===== config.mk =====
export PLATFORM = sky130hd
export DESIGN_NAME = fmul_issue_arbiter_flat
export DESIGN_NICKNAME = d
export VERILOG_FILES = /design/src/rtl/fmul_issue_arbiter_if.sv /design/src/rtl/fmul_issue_arbiter.sv /design/src/flat_wrapper.sv
export SDC_FILE = /design/constraint.sdc
export NUM_CORES = 1
export LEC_CHECK = 0
export BUFFER_PORTS_ARGS = -buffer_cell sky130_fd_sc_hd__buf_2
export CORE_UTILIZATION = 35
export CTS_CLUSTER_SIZE = 28
export DETAILED_ROUTE_END_ITERATION = 12
export SYNTH_ARGS = -nofsm -noshare
export SYNTH_HDL_FRONTEND = slang
export SYNTH_SLANG_ARGS = --single-unit

===== constraint.sdc =====
create_clock -name clk -period 4.8 [get_ports clk]
set_input_delay 0.24 -clock clk [delete_from_list [all_inputs] [get_ports clk]]
set_output_delay 0.24 -clock clk [all_outputs]
set_load 0.02 [all_outputs]

===== src/rtl/fmul_issue_arbiter_if.sv =====
// Request / multiplier / response bundle for the two-requester fmul issue arbiter.
// Optional statistics ports exist only when FMUL_ARB_STATS_EN is defined.
interface fmul_issue_arbiter_if;
    logic        req_valid_0, req_valid_1;
    logic [31:0] req_a_0, req_b_0, req_a_1, req_b_1;
    logic        req_ready_0, req_ready_1;
    logic [31:0] mul_in_1, mul_in_2;
    logic [63:0] mul_out;
    logic        rsp_valid_0, rsp_valid_1;
    logic [63:0] rsp_data_0, rsp_data_1;
    logic        rsp_ready_0, rsp_ready_1;
    logic        busy;
`ifdef FMUL_ARB_STATS_EN
    logic [31:0] issue_cnt_0, issue_cnt_1, stall_cnt;
`endif

    // Arbiter side
    modport slave (
        input  req_valid_0, req_valid_1, req_a_0, req_b_0, req_a_1, req_b_1,
        input  mul_out, rsp_ready_0, rsp_ready_1,
        output req_ready_0, req_ready_1, mul_in_1, mul_in_2,
        output rsp_valid_0, rsp_valid_1, rsp_data_0, rsp_data_1, busy
`ifdef FMUL_ARB_STATS_EN
        , output issue_cnt_0, issue_cnt_1, stall_cnt
`endif
    );

    // Requester / multiplier / consumer side
    modport master (
        output req_valid_0, req_valid_1, req_a_0, req_b_0, req_a_1, req_b_1,
        output mul_out, rsp_ready_0, rsp_ready_1,
        input  req_ready_0, req_ready_1, mul_in_1, mul_in_2,
        input  rsp_valid_0, rsp_valid_1, rsp_data_0, rsp_data_1, busy
`ifdef FMUL_ARB_STATS_EN
        , input issue_cnt_0, issue_cnt_1, stall_cnt
`endif
    );
endinterface


===== src/rtl/fmul_issue_arbiter.sv =====
// Round-robin issue of two requesters into a MUL_LAT-deep multiplier; result at handshake+MUL_LAT+2.
// Grants are credit-gated by per-requester FIFO space so results never drop; FMUL_ARB_STATS_EN adds counters.
module fmul_issue_arbiter #(
    parameter int MUL_LAT   = 10,
    parameter int RSP_DEPTH = 4
) (
    input logic           clk,
    input logic           rst,
    fmul_issue_arbiter_if.slave bus
);
    localparam int PW = $clog2(RSP_DEPTH);
    localparam int CW = PW + 1;

    logic [1:0]       vld, rsp_rdy, credit, elig, grant, push, pop, empty;
    logic [31:0]      op_a [2];
    logic [31:0]      op_b [2];
    logic [CW-1:0]    inflight [2];
    logic [CW-1:0]    count [2];
    logic [PW-1:0]    wr_ptr [2];
    logic [PW-1:0]    rd_ptr [2];
    logic [63:0]      mem [2][RSP_DEPTH];
    logic [MUL_LAT:0] pipe_vld, pipe_tag;
    logic             rr, issue, retire;

    assign vld     = {bus.req_valid_1, bus.req_valid_0};
    assign rsp_rdy = {bus.rsp_ready_1, bus.rsp_ready_0};
    assign op_a[0] = bus.req_a_0;
    assign op_b[0] = bus.req_b_0;
    assign op_a[1] = bus.req_a_1;
    assign op_b[1] = bus.req_b_1;
    assign issue   = |grant;
    assign retire  = pipe_vld[MUL_LAT];

    always_comb begin
        credit = '0;
        push   = '0;
        pop    = '0;
        empty  = '0;
        for (int i = 0; i < 2; i++) begin
            // Reserve a FIFO slot at issue time: in-flight plus stored results bound occupancy.
            credit[i] = ({1'b0, inflight[i]} + {1'b0, count[i]}) < RSP_DEPTH[CW:0];
            empty[i]  = (count[i] == '0);
            push[i]   = retire && (pipe_tag[MUL_LAT] == i[0]);
            pop[i]    = !empty[i] && rsp_rdy[i];
        end
        elig  = vld & credit;
        grant = '0;
        if (!rst) begin
            grant[0] = elig[0] && (!rr || !elig[1]);
            grant[1] = elig[1] && (rr || !elig[0]);
        end
    end

    always_ff @(posedge clk or posedge rst) begin
        if (rst) begin
            rr           <= 1'b0;
            pipe_vld     <= '0;
            pipe_tag     <= '0;
            bus.mul_in_1 <= '0;
            bus.mul_in_2 <= '0;
            for (int i = 0; i < 2; i++) begin
                inflight[i] <= '0;
                count[i]    <= '0;
                wr_ptr[i]   <= '0;
                rd_ptr[i]   <= '0;
            end
        end else begin
            pipe_vld <= {pipe_vld[MUL_LAT-1:0], issue};
            pipe_tag <= {pipe_tag[MUL_LAT-1:0], grant[1]};
            if (issue) begin
                rr           <= ~grant[1];
                bus.mul_in_1 <= grant[1] ? op_a[1] : op_a[0];
                bus.mul_in_2 <= grant[1] ? op_b[1] : op_b[0];
            end
            for (int i = 0; i < 2; i++) begin
                inflight[i] <= inflight[i] + CW'(grant[i]) - CW'(push[i]);
                count[i]    <= count[i] + CW'(push[i]) - CW'(pop[i]);
                if (push[i]) wr_ptr[i] <= wr_ptr[i] + PW'(1);
                if (pop[i])  rd_ptr[i] <= rd_ptr[i] + PW'(1);
            end
        end
    end

    // Storage needs no reset: pointers and counts define what is live.
    always_ff @(posedge clk) begin
        for (int i = 0; i < 2; i++) begin
            if (push[i]) mem[i][wr_ptr[i]] <= bus.mul_out;
        end
    end

    assign bus.req_ready_0 = grant[0];
    assign bus.req_ready_1 = grant[1];
    assign bus.rsp_valid_0 = !empty[0];
    assign bus.rsp_valid_1 = !empty[1];
    assign bus.rsp_data_0  = empty[0] ? '0 : mem[0][rd_ptr[0]];
    assign bus.rsp_data_1  = empty[1] ? '0 : mem[1][rd_ptr[1]];
    assign bus.busy        = |pipe_vld;

`ifdef FMUL_ARB_STATS_EN
    always_ff @(posedge clk or posedge rst) begin
        if (rst) begin
            bus.issue_cnt_0 <= '0;
            bus.issue_cnt_1 <= '0;
            bus.stall_cnt   <= '0;
        end else begin
            bus.issue_cnt_0 <= bus.issue_cnt_0 + 32'(grant[0]);
            bus.issue_cnt_1 <= bus.issue_cnt_1 + 32'(grant[1]);
            bus.stall_cnt   <= bus.stall_cnt + 32'(|(vld & ~credit));
        end
    end
`endif
endmodule


===== src/flat_wrapper.sv =====
// flat-port wrapper written by rule: the top's interface ports become plain ports
module fmul_issue_arbiter_flat 
#(
    parameter int MUL_LAT   = 10,
    parameter int RSP_DEPTH = 4
)
  (clk, rst, bus_req_valid_0, bus_req_valid_1, bus_req_a_0, bus_req_b_0, bus_req_a_1, bus_req_b_1, bus_mul_out, bus_rsp_ready_0, bus_rsp_ready_1, bus_req_ready_0, bus_req_ready_1, bus_mul_in_1, bus_mul_in_2, bus_rsp_valid_0, bus_rsp_valid_1, bus_rsp_data_0, bus_rsp_data_1, bus_busy);
  fmul_issue_arbiter_if bus_i ();
  input logic clk;
  input logic rst;
  input wire logic [$bits(bus_i.req_valid_0)-1:0] bus_req_valid_0;
  input wire logic [$bits(bus_i.req_valid_1)-1:0] bus_req_valid_1;
  input wire logic [$bits(bus_i.req_a_0)-1:0] bus_req_a_0;
  input wire logic [$bits(bus_i.req_b_0)-1:0] bus_req_b_0;
  input wire logic [$bits(bus_i.req_a_1)-1:0] bus_req_a_1;
  input wire logic [$bits(bus_i.req_b_1)-1:0] bus_req_b_1;
  input wire logic [$bits(bus_i.mul_out)-1:0] bus_mul_out;
  input wire logic [$bits(bus_i.rsp_ready_0)-1:0] bus_rsp_ready_0;
  input wire logic [$bits(bus_i.rsp_ready_1)-1:0] bus_rsp_ready_1;
  output wire logic [$bits(bus_i.req_ready_0)-1:0] bus_req_ready_0;
  output wire logic [$bits(bus_i.req_ready_1)-1:0] bus_req_ready_1;
  output wire logic [$bits(bus_i.mul_in_1)-1:0] bus_mul_in_1;
  output wire logic [$bits(bus_i.mul_in_2)-1:0] bus_mul_in_2;
  output wire logic [$bits(bus_i.rsp_valid_0)-1:0] bus_rsp_valid_0;
  output wire logic [$bits(bus_i.rsp_valid_1)-1:0] bus_rsp_valid_1;
  output wire logic [$bits(bus_i.rsp_data_0)-1:0] bus_rsp_data_0;
  output wire logic [$bits(bus_i.rsp_data_1)-1:0] bus_rsp_data_1;
  output wire logic [$bits(bus_i.busy)-1:0] bus_busy;
  assign bus_i.req_valid_0 = bus_req_valid_0;
  assign bus_i.req_valid_1 = bus_req_valid_1;
  assign bus_i.req_a_0 = bus_req_a_0;
  assign bus_i.req_b_0 = bus_req_b_0;
  assign bus_i.req_a_1 = bus_req_a_1;
  assign bus_i.req_b_1 = bus_req_b_1;
  assign bus_i.mul_out = bus_mul_out;
  assign bus_i.rsp_ready_0 = bus_rsp_ready_0;
  assign bus_i.rsp_ready_1 = bus_rsp_ready_1;
  assign bus_req_ready_0 = bus_i.req_ready_0;
  assign bus_req_ready_1 = bus_i.req_ready_1;
  assign bus_mul_in_1 = bus_i.mul_in_1;
  assign bus_mul_in_2 = bus_i.mul_in_2;
  assign bus_rsp_valid_0 = bus_i.rsp_valid_0;
  assign bus_rsp_valid_1 = bus_i.rsp_valid_1;
  assign bus_rsp_data_0 = bus_i.rsp_data_0;
  assign bus_rsp_data_1 = bus_i.rsp_data_1;
  assign bus_busy = bus_i.busy;
  fmul_issue_arbiter #(.MUL_LAT(MUL_LAT), .RSP_DEPTH(RSP_DEPTH)) u_core (.clk(clk), .rst(rst), .bus(bus_i));
endmodule

==> metrics.txt, run 1 <==
final setup vio count=0; Post-Place Cells=2409; P&R area growth vs syn=29.1%; CTS root buf=clkbuf_16; fillers=5766; core footprint=67600 sq um; Req. time, crit path=5.33 ns; cts bufs inserted=69; slew margin rel.=0.261; crit path launch type=flop; pre-CTS WS=between 1 and 1.5 ns; Antenna Violating Nets Remaining=0; Seq/Total Area, Yosys=0.749; Final Instance Count excl. Fillers=approximately 2700; Tcrit/Tclk final=0.745; initial antenna violation count=6; Fmax=approximately 280 MHz; Min-Delay Path Depth=3; CTS tree=yes; Die Y=264 um; Core Rows=95; Post-Syn Nets=1416; worst setup path class=flop to flop; unrepaired setup endpoints after global routing=no; Via density=5.03; IO Pins=395; TNS Setup=0 ns; Placed Area=27100 sq um; Final Hold Fails=0; vias in the first global route=~15000; critical path fanouts, max=34; wire length per cell=between 20 and 25 um; TritonRoute pass-1 iters=4; Tightest Hold Check Type=input pin to flop; first-pass GRT wire length=~90 mm; Buffers on Ports=~390; met2 WL=29.6 mm; hold_ws=0.0319 ns; Setup Skew=0.0158 ns; Max-Cap Viols=0; pin count of the biggest net entering global routing=67; die width=264 um; synthesized area per cell=20.2 sq um; PostCTS Resize Cnt=0; Cell Area, Synth=roughly 24000 sq um; Clock Pin Slew Worst Setup and Hold Paths=around 0.06 ns; Unique masters post-synth=30; crit path time final=between 3 and 4 ns; layout cell share with drive strength beyond 1=0.366; detailed placement HPWL=34.4 mm; worst r2r path cells=8; Setup crit end kind=flop; Met1 Wirelength=24.7 mm; Post-layout nets=2014; CTS max path bufs=3; drt drc=0; Synth Warn #=0; crit path DAT=roughly 4.1 ns; outcome=completed; Total Wirelength=59.4 mm; worst vdd ir=roughly 0.41 mV; fin util=0.460; Mapped Cells=~1200; Die Area=69900 sq um; Vias=13700; Total GRT Usage=0.171; Pleak=11.1 nW; Slew @ Worst Pin=approximately 1.1 ns; fin. max-slew vios=0; Clock Sink Count=619; uppermost layer routed=met5; metal3 WL=3.47 mm; power per cell area=623 nW/um^2; #FFs+latches synth=a little over 600; Final GP Congestion=0.837; Power, Total=19.4 mW; H-tree depth=3; final worst setup slack=1.23 ns; starting density of the core=0.356; Iter 0 DRT Violations=731; GRT overflow=0; clock insertion delay at the later pin of the skew report=around 0.6 ns; Final Cell Area=31100 sq um
==> logic make-up after synthesis <==
family,count (synthesis),synth area share
DFF,619,0.749
AOI/OAI and AO/OA,106,0.0426
muxes,128,0.120
adders and majority gates,23,0.0132
xor gates and xnor gates,15,0.00545
and+or+nand+nor,208,0.0531
buffers and inverters,96,0.0172
==> placed cells by master, fill, tap and decap left out, types with 3 or more instances in the layout <==
master,count
dfrtp_4,4
dlygate4sd3_1,186
buf_2,394
o21ai_0,21
and3_4,4
fa_1,4
dfrtp_1,103
clkinv_8,4
clkbuf_1,13
a311oi_1,9
clkinv_2,11
buf_4,23
or3_1,46
and2_1,131
and2_4,4
diode_2,3
mux4_2,128
a311oi_2,10
inv_1,18
clkbuf_16,71
o221a_1,45
clkinvlp_4,3
edfxtp_1,512
nand2_1,8
xnor2_1,13
ha_1,19
a2bb2oi_1,19
clkinv_1,10
==> Yosys cell counts, drive strengths merged <==
cell	n	area, sq um
a311oi	19	229
nand3	3	15.0
a2bb2oi	20	175
nor4b	1	8.76
nand2	8	30.0
fa	4	80.1
nor2	2	7.51
buf	34	181
xor2	2	17.5
clkbuf	43	161
nor3	2	10.0
or3	48	300
o21ai	21	105
o221a	45	507
inv	19	71.3
or4b	1	13.8
mux4	128	2880
a2111o	1	11.3
edfxtp	512	15400
xnor2	13	114
nor2b	1	6.26
and3	5	31.3
nor4	2	12.5
ha	19	238
dfrtp	107	2680
and2	135	845
==> worst paths after layout <==
kind / start / to / slack, ns
max in group asynchronous: rst / u_core.bus.mul_in_1[14] / 3.44
max reg2reg: u_core.count[5] / u_core.bus.mul_in_1[12] / 1.23
max: u_core.count[5] / u_core.bus.mul_in_1[12] / 1.23
min reg2reg: u_core.pipe_tag[3] / u_core.pipe_tag[4] / 0.34
min: bus_req_b_1[26] / u_core.bus.mul_in_2[26] / 0.03
min in group asynchronous: rst / u_core.inflight[2] / 0.12
==> power by group <==
group          switching, mW  internal (mW)  leakage, nW  total [mW]
clock network           2.13           2.87         1.05        5.00
logic                   3.76           3.29         4.19        7.05
registers              0.756           6.59         5.86        7.35
total                   6.64           12.8         11.1        19.4
==> sequential cells by signal (all words and copies together), names as in the netlist <==
name                 flops
u_core.count             6
u_core.bus.mul_in_1     32
u_core.pipe_vld         11
u_core.rd_ptr            4
u_core.bus.mul_in_2     32
u_core.wr_ptr            4
u_core.mem             512
u_core.rr                1
u_core.pipe_tag         11
u_core.inflight          6
==> worst max-delay path, cell delays in order, from the launching register on <==
cell and delay, ns:
dfrtp_1 0.42, ha_1 0.31, or4b_4 0.55, a2bb2oi_2 0.15, buf_4 0.25, nor2_4 0.66, buf_4 0.38, o221a_1 0.21
dlygate4sd3_1 0.55
==> layer usage <==
| layer | vias up | GRT usage |
|---|---|---|
| met4 | 2 | 0.0607 |
| met1 | 7077 | 0.216 |
| met3 | 89 | 0.0359 |
| met2 | 488 | 0.291 |
| met5 | - | 0 |
| li1 | 6012 | - |
==> timing repair <==
action                                 CTS  global route
endpoints found under the hold margin  578             0
buffers inserted                         0             0
hold buffers                           186             0
==> area by class of cell <==
class / instances / area (sq um) / area share
clock inverter: 35 / 304 / 0.00977
inverter: 19 / 75.1 / 0.00241
tap: 873 / 1090 / 0.0351
clock buffer: 86 / 1850 / 0.0595
antenna: 3 / 7.51 / 0.000241
multi-input combinational: 480 / 5700 / 0.183
timing repair buffer: 604 / 4030 / 0.129
sequential: 619 / 18100 / 0.581
Power figures use the tool's default switching activity.
==> run 2: changes to the inputs <==
clock period = 3.05 ns   (was 4.8 ns; I/O delays follow)
==> metrics.txt, run 2 (synthesized netlist as in run 1, its figures left out) <==
fin. max-slew vios=0 (unchanged); Reg2Reg Setup Slack=0.16 ns (-1.07 ns); Core Rows=95 (unchanged); Iter 0 DRT Violations=784 (+7.3%); crit path time final=2.89 ns; antenna diode count=0 (-3); Worst Hold End=u_core.rd_ptr[0]; Vias=13800 (+1.0%); CTS root buf=clkbuf_16; Req. time, crit path=2.90 ns (-2.43 ns); IO Pins=395 (unchanged); Final Hold Fails=0 (unchanged); Setup crit end kind=output pin; TritonRoute pass-1 iters=5 (+1); drt drc=0 (unchanged); P_sw=10.3 mW (+56%); clock insertion delay at the later pin of the skew report=0.59 ns (about the same); Total GRT Usage=0.176 (+0.00489); critical path fanouts, max=47 (+38%); commonest cells after routing, fill and taps aside=edfxtp_1, buf_2, dlygate4sd3_1; internal power=19.8 mW (+55%); Antenna Violating Nets Remaining=0 (unchanged); cts bufs inserted=67 (-2.9%); Buffers on Ports=394 (unchanged); Placed Area=27300 sq um (+0.87%); Largest register FFs=512 (unchanged); fillers=5687 (-1.4%); crit path DAT=2.74 ns (-1.37 ns); Max-Cap Viols=0 (unchanged); Setup Skew=0.0220 ns (+0.00618 ns); Tightest Hold Check Type=input pin to flop; P&R area growth vs syn=30.4%; Die Y=264 um (unchanged); first-pass GRT wire length=92.1 mm (+2.8%); power per cell area=957 nW/um^2 (+54%); HP Start=bus_rsp_ready_1; die width=264 um (unchanged); GRT overflow=0 (unchanged); detailed placement HPWL=36.3 mm (+5.6%); Pleak=11.2 nW (+1.3%); Final Cell Area=31400 sq um (+0.98%); Via density=5.06 (+0.63%); wire length per cell=22.3 um (+1.9%); initial antenna violation count=3 (-3); CTS max path bufs=3 (unchanged); crit path launch type=flop; final setup vio count=0 (unchanged); starting density of the core=0.356 (unchanged); pin count of the biggest net entering global routing=72 (+7.5%); vias in the first global route=15100 (+2.6%); layout cell share with drive strength beyond 1=0.366 (about the same); worst r2r path cells=8 (unchanged); Tcrit/Tclk final=0.949; Final GP Congestion=0.817 (-2.4%); Die Area=69900 sq um (unchanged); Gate power share=0.362 (about the same); Clk network pwr share=0.261 (+0.003); worst setup path class=flop to output pin; core footprint=67600 sq um (unchanged); multi-input logic area=5710 sq um (+0.29%); share of power burned in registers=0.377 (-0.002); Clock Sink Count=619 (unchanged); outcome=completed; Clock Pin Slew Worst Setup and Hold Paths=0.06 ns (about the same); Storage cell area=18100 sq um (unchanged); R2R Path End=u_core.inflight[5]; worst vdd ir=0.469 mV (+15%); Net Sw Frac=0.344 (+0.00111); CTS tree=yes; Min-Delay Path Depth=3 (unchanged); slew margin rel.=0.118 (-0.142); Slew @ Worst Pin=1.32 ns (+0.212 ns); Post-layout nets=2028 (+0.70%); Fmax=345 MHz; Power, Total=30.1 mW (+55%); Total Wirelength=60.8 mm (+2.3%); R2R Path Start=u_core.inflight[5]; commonest non-fill, non-tap cell in the layout=edfxtp_1; H-tree depth=3 (unchanged)
run 2: what timing repair did:
action	in CTS	in global routing
setup endpoints to repair	1	2
cloned	0	0
pin swaps	0	1
gates resized for setup	1	3
setup buffers	0	1
hold buffers	194	0
hold endpoints to repair	613	0
run 2: area by class of cell:
| type | count | area share |
|---|---|---|
| Sequential cell | 619 | 0.575 |
| Multi-Input combinational cell | 480 | 0.182 |
| Timing Repair Buffer | 620 | 0.138 |
| Clock buffer | 85 | 0.0588 |
| Tap cell | 873 | 0.0348 |
| Clock inverter | 33 | 0.00892 |
| Inverter | 19 | 0.00239 |
run 2: power by group through the flow:
stage	registers (mW)	clock network, mW	logic, mW
2_1_floorplan	11.5	0	6.91
5_1_grt	11.5	8.40	11.7
4_1_cts	11.4	8.08	11.0
3_3_place_gp	11.5	0	10.7
3_5_place_dp	11.5	0	10.8
6_report	11.3	7.86	10.9
run 2: worst max path at each step:
stage,startpoint,end,slack [ns],cells past startpoint
floorplan,rst,u_core.inflight[2],-0.68,13
global route,u_core.count[2],bus_req_ready_0,-0.01,8
global placement,u_core.count[5],u_core.inflight[2],0.21,12
CTS,u_core.count[5],bus_req_ready_0,0.04,6
detailed placement,u_core.count[5],u_core.inflight[2],0.15,12
finish,u_core.inflight[5],bus_req_ready_0,0.16,6
run 2: worst max-delay path, cell delays in order (launching register included):
cell	delay [ns]
dfrtp_1	0.41
ha_1	0.30
or4b_4	0.56
a2111o_1	0.43
buf_8	0.23
inv_1	0.08
buf_2	0.15
run 2: through the flow:
stage | TNS, ns | instances | worst slack, ns | hold slack [ns] | utilization
after global routing | -0.0118 | 2729 | -0.0118 | 0.0527 | 0.465
after global placement | 0 | 2416 | 0.212 | 0.335 | 0.404
final | 0 | 2729 | 0.156 | 0.0266 | 0.465
after detailed placement | 0 | 2416 | 0.152 | 0.335 | 0.404
after floorplan | -1.43 | 1195 | -0.682 | 0.251 | -
after CTS | 0 | 2728 | 0.0449 | 0.0106 | 0.464
run 2: layer usage:
layer,vias up,part of all wire,global-route usage
met2,536,0.49,0.295
met5,-,0.00041,0
met1,7137,0.42,0.226
met4,4,0.026,0.0618
li1,6036,-,-
met3,92,0.063,0.0366
==> run 3: changes to the inputs <==
SETUP_SLACK_MARGIN = 0.5   (was not set)
==> metrics.txt, run 3 (synthesized netlist as in run 1, its figures left out) <==
layout cell share with drive strength beyond 1=0.388 (+0.0216); final worst setup slack=0.226 ns (+0.0701 ns); detailed placement HPWL=37.0 mm (+2.0%); Buffers on Ports=394 (unchanged); core footprint=67600 sq um (unchanged); power per cell area=962 nW/um^2 (+0.43%); Setup crit end kind=flop; clock insertion delay at the later pin of the skew report=0.62 ns (+0.03 ns); P&R area growth vs syn=32.7%; Power, Total=30.8 mW (+2.2%); slew margin rel.=0.520 (+0.401); CTS max path bufs=3 (unchanged); crit path launch type=flop; Largest register FFs=512 (unchanged); fillers=5660 (-0.47%); worst vdd ir=0.570 mV (+22%); final setup vio count=0 (unchanged); CTS tree=yes; vias in the first global route=15100 (-0.0066%); Pleak=11.5 nW (+2.5%); worst setup path class=flop to flop; TritonRoute pass-1 iters=4 (-1); Die Y=264 um (unchanged); Setup Skew=0.0245 ns (+0.00247 ns); Antenna Violating Nets Remaining=0 (unchanged); pin count of the biggest net entering global routing=66 (-8.3%); Final Hold Fails=0 (unchanged); IO Pins=395 (unchanged); fin util=0.473 (+0.00827); commonest non-fill, non-tap cell in the layout=edfxtp_1; Total GRT Usage=0.183 (+0.00697); commonest cells after routing, fill and taps aside=edfxtp_1, buf_2, dlygate4sd3_1; starting density of the core=0.356 (unchanged); first-pass GRT wire length=94.7 mm (+2.8%); Via density=5.06 (about the same); Clock Pin Slew Worst Setup and Hold Paths=0.06 ns (about the same); CTS root buf=clkbuf_16; outcome=completed; Tcrit/Tclk final=0.926 (-0.0230); Final GP Congestion=0.843 (+3.1%); fin. max-slew vios=0 (unchanged); pre-CTS WS=0.271 ns (+0.119 ns); Iter 0 DRT Violations=940 (+20%); R2R Path Start=u_core.count[5]; Vias=14000 (+1.5%); cts bufs inserted=67 (unchanged); Clock Sink Count=619 (unchanged); TNS Setup=0 ns (unchanged); Post-layout nets=2063 (+1.7%); multi-input logic area=5820 sq um (+1.9%); critical path fanouts, max=3 (-94%); H-tree depth=3 (unchanged); crit path DAT=3.30 ns (+0.56 ns); Die Area=69900 sq um (unchanged); drt drc=0 (unchanged); wire length per cell=23.2 um (+4.0%); Fmax=354 MHz (+2.5%); Req. time, crit path=3.53 ns (+0.63 ns); Storage cell area=18100 sq um (about the same); GRT overflow=0 (unchanged); crit path time final=2.82 ns (-0.0701 ns); Core Rows=95 (unchanged); Reg2Reg Setup Slack=0.23 ns (+0.07 ns); Total Wirelength=64.1 mm (+5.5%); Final Cell Area=32000 sq um (+1.8%); Slew @ Worst Pin=0.718 ns (-0.603 ns); die width=264 um (unchanged); Placed Area=27400 sq um (+0.32%); Max-Cap Viols=0 (unchanged); Tightest Hold Check Type=input pin to async pin; initial antenna violation count=12 (+9); CP startpoint=u_core.count[5]; unrepaired setup endpoints after global routing=yes
## run 3: cell types whose count changed in the layout (fill, tap and decap cells not counted), sizes merged, moves of 3 or more
cell	delta
buf	+34
diode	+4
clkinvlp	-5
bufinv	-3
clkbuf	+5
clkinv	+4
## run 3: metal layers
| metal | part of all wire | routed length, um | track usage | up-vias |
|---|---|---|---|---|
| li1 | - | - | - | 6121 |
| met1 | 0.41 | 26000 | 0.227 | 7197 |
| met2 | 0.50 | 31900 | 0.312 | 576 |
| met3 | 0.064 | 4120 | 0.0412 | 104 |
| met4 | 0.032 | 2020 | 0.0687 | 8 |
| met5 | 0.00097 | 62 | 0 | - |
## run 3: area by class of cell
| cell class | instances | area share |
|---|---|---|
| flip-flops and latches | 619 | 0.565 |
| multi-input cells | 480 | 0.182 |
| repair buffers | 655 | 0.152 |
| clock buffers | 89 | 0.0559 |
| well taps | 873 | 0.0341 |
| clock inverters | 30 | 0.00759 |
| inverters | 19 | 0.00250 |
| diodes | 4 | 0.000313 |
## run 3: per-stage QoR
step | std cells | hold WS (ns)
after floorplan | 1195 | 0.251
after global placement | 2425 | 0.335
after CTS | 2757 | 0.0214
after detailed placement | 2425 | 0.335
final | 2769 | 0.0668
after global routing | 2767 | 0.0383
## run 3: final timing paths
kind | end | depth (start not counted)
max reg2reg | u_core.inflight[2] | 13
min | u_core.count[2] | 3
max | u_core.inflight[2] | 13
min in group clk | u_core.bus.mul_in_2[12] | 3
min reg2reg | u_core.pipe_tag[8] | 0
max in group asynchronous | u_core.rd_ptr[3] | 4
## run 3: worst max-delay path: stages (launching register included)
cell	delay, ns
dfrtp_1	0.38
ha_1	0.29
or4b_4	0.50
buf_6	0.14
nor3_4	0.22
nor2_4	0.07
inv_2	0.06
ha_4	0.19
inv_2	0.06
ha_4	0.11
inv_2	0.03
fa_2	0.36
xnor2_2	0.14
xnor2_1	0.12
## run 3: power breakdown
| group | leakage (nW) | internal (mW) | switching [mW] |
|---|---|---|---|
| Clock | 0.988 | 4.25 | 3.34 |
| Sequential | 5.86 | 10.4 | 0.744 |
| Combinational | 4.68 | 5.37 | 6.67 |
## run 3: timing repair
item / in CTS / in global routing
hold endpoints to repair: 579 / 0
pin swaps: 4 / 12
resized for setup: 24 / 33
hold buffers: 193 / 0
setup endpoints to repair: 184 / 113
buffers inserted: 17 / 7
cloned: 3 / 1
